$ cat src/rtl/layer_argmax.sv
// Argmax over the final layer's scores: capture, sequential scan, valid/ready result.
// Optional ARGMAX_THRESHOLD_EN adds THRESHOLD_IN / REJECT_OUT.
module layer_argmax #(
    parameter int NUM_INPUTS = 4,
    parameter int WIDTH      = 8,
    parameter int FRAC_BITS  = 3,
    localparam int IDX_WIDTH = (NUM_INPUTS > 1) ? $clog2(NUM_INPUTS) : 1
) (
    input  logic                        CLK,
    input  logic                        RST,
    input  logic [NUM_INPUTS*WIDTH-1:0] VALUES_IN,
    input  logic [NUM_INPUTS-1:0]       VALIDS_IN,
    input  logic                        OVERFLOW_IN,
`ifdef ARGMAX_THRESHOLD_EN
    input  logic [WIDTH-1:0]            THRESHOLD_IN,
    output logic                        REJECT_OUT,
`endif
    output logic [IDX_WIDTH-1:0]        CLASS_OUT,
    output logic [WIDTH-1:0]            MAX_OUT,
    output logic                        VALID_OUT,
    input  logic                        READY_IN,
    output logic                        OVERFLOW_OUT,
    output logic                        BUSY
);

    if (NUM_INPUTS < 1 || FRAC_BITS < 0 || FRAC_BITS > WIDTH) begin : g_bad_cfg
        $error("layer_argmax: illegal parameter combination");
    end

    typedef enum logic [1:0] {COLLECT, SCAN, HOLD} state_t;

    state_t                state;
    logic [WIDTH-1:0]      score [NUM_INPUTS];
    logic [NUM_INPUTS-1:0] captured;
    logic [NUM_INPUTS-1:0] take;
    logic [IDX_WIDTH-1:0]  ptr;
    logic [WIDTH-1:0]      cand;
    logic [WIDTH-1:0]      next_best;
    logic [IDX_WIDTH-1:0]  next_idx;
    logic                  last;

    always_comb begin
        take      = VALIDS_IN & ~captured;
        cand      = score[ptr];
        last      = (ptr == IDX_WIDTH'(NUM_INPUTS - 1));
        next_best = MAX_OUT;
        next_idx  = CLASS_OUT;
        // Strict compare keeps the earliest index on ties.
        if (ptr == '0 || $signed(cand) > $signed(MAX_OUT)) begin
            next_best = cand;
            next_idx  = ptr;
        end
    end

    always_ff @(posedge CLK) begin
        if (RST) begin
            state        <= COLLECT;
            captured     <= '0;
            ptr          <= '0;
            CLASS_OUT    <= '0;
            MAX_OUT      <= '0;
            VALID_OUT    <= 1'b0;
            OVERFLOW_OUT <= 1'b0;
            BUSY         <= 1'b0;
            for (int i = 0; i < NUM_INPUTS; i++) score[i] <= '0;
`ifdef ARGMAX_THRESHOLD_EN
            REJECT_OUT   <= 1'b0;
`endif
        end else begin
            unique case (state)
                COLLECT: begin
                    for (int i = 0; i < NUM_INPUTS; i++)
                        if (take[i]) score[i] <= VALUES_IN[i*WIDTH +: WIDTH];
                    captured     <= captured | take;
                    OVERFLOW_OUT <= OVERFLOW_OUT | OVERFLOW_IN;
                    if (&(captured | take)) begin
                        state <= SCAN;
                        ptr   <= '0;
                        BUSY  <= 1'b1;
                    end
                end
                SCAN: begin
                    MAX_OUT   <= next_best;
                    CLASS_OUT <= next_idx;
                    if (last) begin
                        state     <= HOLD;
                        VALID_OUT <= 1'b1;
`ifdef ARGMAX_THRESHOLD_EN
                        REJECT_OUT <= $signed(next_best) < $signed(THRESHOLD_IN);
`endif
                    end else begin
                        ptr <= ptr + IDX_WIDTH'(1);
                    end
                end
                HOLD: begin
                    if (READY_IN) begin
                        state        <= COLLECT;
                        VALID_OUT    <= 1'b0;
                        captured     <= '0;
                        OVERFLOW_OUT <= 1'b0;
                        BUSY         <= 1'b0;
`ifdef ARGMAX_THRESHOLD_EN
                        REJECT_OUT   <= 1'b0;
`endif
                    end
                end
                default: state <= COLLECT;
            endcase
        end
    end

endmodule
$ cat config.mk
export PLATFORM = sky130hd
export DESIGN_NAME = layer_argmax
export DESIGN_NICKNAME = d
export VERILOG_FILES = /design/src/rtl/layer_argmax.sv
export SDC_FILE = /design/constraint.sdc
export NUM_CORES = 1
export LEC_CHECK = 0
export ABC_AREA = 1
export BUFFER_PORTS_ARGS = -buffer_cell sky130_fd_sc_hd__buf_2
export CORE_MARGIN = 2
export CORE_UTILIZATION = 31
export CTS_CLUSTER_DIAMETER = 50
export DETAILED_ROUTE_END_ITERATION = 10
export PLACE_DENSITY = 0.61
export SETUP_SLACK_MARGIN = 0.2
export SYNTH_ARGS = -nofsm -noshare
export SYNTH_HDL_FRONTEND = slang
export SYNTH_SLANG_ARGS = --single-unit
$ cat constraint.sdc
create_clock -name CLK -period 2.95 [get_ports CLK]
set_input_delay 0.59 -clock CLK [delete_from_list [all_inputs] [get_ports CLK]]
set_output_delay 0.59 -clock CLK [all_outputs]
set_load 0.01 [all_outputs]
==> metrics <==
total number of vias=approximately 2100; Max Transition Viols Final=0; vias in the first global route=1985; quantity of hold-fixing buffers added after cts=0; post-CTS setup repair buffer count=0; ant diodes=0; total iterations of the first detailed-routing run=4; vias per cell=4.41; Async SR Flop Fraction=0%; Worst setup SP type=flop; clock slew at reported path FFs=about 100 ps; Top Ports=53; I/O Buffers=52; top cell type's share of synthesized area=between 30 and 40%; YS warnings=0; biggest area consumer among synthesized cells=edfxtp_1; # setup viols final=0; CP Cell Sequence=inv_1 > o21ai_0 > o22ai_1 > ha_1 > nand2_1 > inv_1 > nand2_1 > nand2_1 > nand2_1 > nand2_1 > nand2_1 > nand2_2 > nand2_4 > nand2_4 > nor2_1 > nor2_1; Worst Hold Depth=2; chip height=approximately 96 µm; Post-Synthesis Cells=311; Worst EP arrival=between 2000 and 3000 ps; Unique masters post-synth=24; Highest Clock Rate=around 0.44 GHz; Site Rows=33; slew margin rel.=between 10% and 20%; synthesized area=2620 µm²; most frequent cells after synthesis=nor2_1 (71), inv_1 (62), nand2_1 (45), edfxtp_1 (32), dfxtp_1 (23); layout cells sized above 1=between 15 and 20%; PD cells=576 nW/µm²; endpoints failing hold=0; VDD IR max=roughly 0.00022 V; P_leak=1.56 nW; drt wl/cell=roughly 11 µm; placed cells=approximately 470; Clock Path Buffers=2; Crit path top cell by count=nand2_1; Hold WC Path Type=reg2reg; Total Nets Final=417; Die X=roughly 96 µm; largest net degree at the start of global routing=18; gr ovfl total=0; Top FF cell, synth=edfxtp_1; Net Count, Synth=roughly 360; Final Core Density=37.5%; CP Class=reg2reg; dpl hpwl=between 4000 and 5000 µm; Final Cycle Share=between 70 and 80%; most frequent cell after synthesis=nor2_1; die footprint=between 9000 and 10000 µm²; CTS buffer count=5; P&R area growth vs syn=17.5%; clk_lat worst skew=310 ps; clock tree sinks=55; aggregate negative setup slack=0 ps; CTS tree=yes; number of flops mapped to enable cells by yosys=32; Data required, critical path=between 3000 and 4000 ps; Critical Path Sink Type=flop; post-CTS sizing=0; DRT Wirelength=5390 µm; number of synthesized register bits=55; Starting Density=between 30% and 40%; antenna-violating nets left=0; post-route cell area=between 3000 and 4000 µm²; Layout Skew=5.14 ps; initial DRC count=96; slowest stage cell, crit path=dfxtp_1; register area share after synthesis=54.3%; CORE AREA=between 8000 and 9000 µm²; Area after DPL=between 2000 and 3000 µm²; RD Place Congestion=about 0.84; initial antenna violation count=0; Total GRT Usage=between 10 and 15%; DRC viols=0; CP Max Fanout=16; reg2reg path depth=16; # Max-Cap Violations=0; top post-synthesis cells by area=edfxtp_1 (37%), dfxtp_1 (18%), nor2_1 (10%); Avg Inst Size Synth=around 8.4 µm²; Pwr Total=between 1.5 and 2 mW; hold_ws=roughly 470 ps; final worst slack=~660 ps; CP max stage delay=330 ps; global-route wire length before repair=a little under 9000 µm; Root Driver=clkbuf_8; H-tree Lvls=2; minimum clock period=2290 ps; post-route insts no fill=473; status=complete, no violations; Place WS=680 ps; Worst Max-Slew Pin Slew=1190 ps; RSZ-0062 raised after global routing=no
-- per-layer routing --
metal	up-vias	global-route usage (%)	wire length [µm]
li1	1096	-	-
met1	943	16.6	2540
met2	41	20.5	2540
met3	7	2.66	262
met4	0	2.74	48
met5	-	0	0
-- final timing paths --
| path | startpoint | to | slack [ps] |
|---|---|---|---|
| max reg2reg | flop | MAX_OUT[2] | 660 |
| min reg2reg | VALID_OUT | VALID_OUT | 470 |
| max | flop | MAX_OUT[2] | 660 |
| min | VALID_OUT | VALID_OUT | 470 |
-- cells in the final DEF, fill, tap and decap left out --
master and count:
dfxtp_1 23, buf_4 2, clkinv_1 1, a21oi_2 1, nand2_2 3, nand2_1 45, or2_2 4, nor3_1 1
a32oi_1 1, nand2_4 2, a211oi_1 1, clkinv_4 1, ha_1 10, o21ba_2 1, buf_2 52, inv_1 62
o22ai_1 7, clkbuf_8 5, clkinvlp_4 1, or2_0 1, nor2_1 71, nand3_1 3, o21ai_0 19, nor2_2 1
nand4_1 5, a21oi_1 13, edfxtp_1 32
-- sequential cells by signal, summed over array words and instances, names as in the netlist, 2 cells and up, named ones only --
register,count
ptr,2
state,2
MAX_OUT,8
CLASS_OUT,2
captured,4
score,32
-- cells by family (layout without fill, tap and decap cells) --
kind of cell / count (synthesis) / count (layout) / synth area share (%)
compound gates: 43 / 43 / 9.12
fa+ha+maj: 10 / 10 / 4.78
buf+inv: 67 / 124 / 10.3
flops: 55 / 55 / 54.3
simple gates: 136 / 136 / 21.6
-- power by group --
group / leakage, nW / total, mW / switching, mW / internal [mW]
sequential: 0.533 / 0.928 / 0.0347 / 0.893
clock: 0.0418 / 0.412 / 0.246 / 0.166
combinational: 0.986 / 0.435 / 0.270 / 0.165
total: 1.56 / 1.77 / 0.551 / 1.22
-- critical path, delay by kind of cell, from the launching register on --
family	cells	cell delay, ps
adder cells (fa/ha/maj)	1	290
flip-flops	1	330
AO/OA/AOI/OAI	2	390
AND/OR/NAND/NOR	11	850
buffers and inverters	2	340
-- area by class of cell --
class / count / area (µm²)
fill: 861 / 5140
sequential: 55 / 1420
multi-input combinational: 189 / 930
timing repair buffer: 54 / 275
inverter: 62 / 233
tap: 105 / 131
clock buffer: 5 / 68.8
clock inverter: 3 / 20.0
Power figures use the tool's default switching activity.
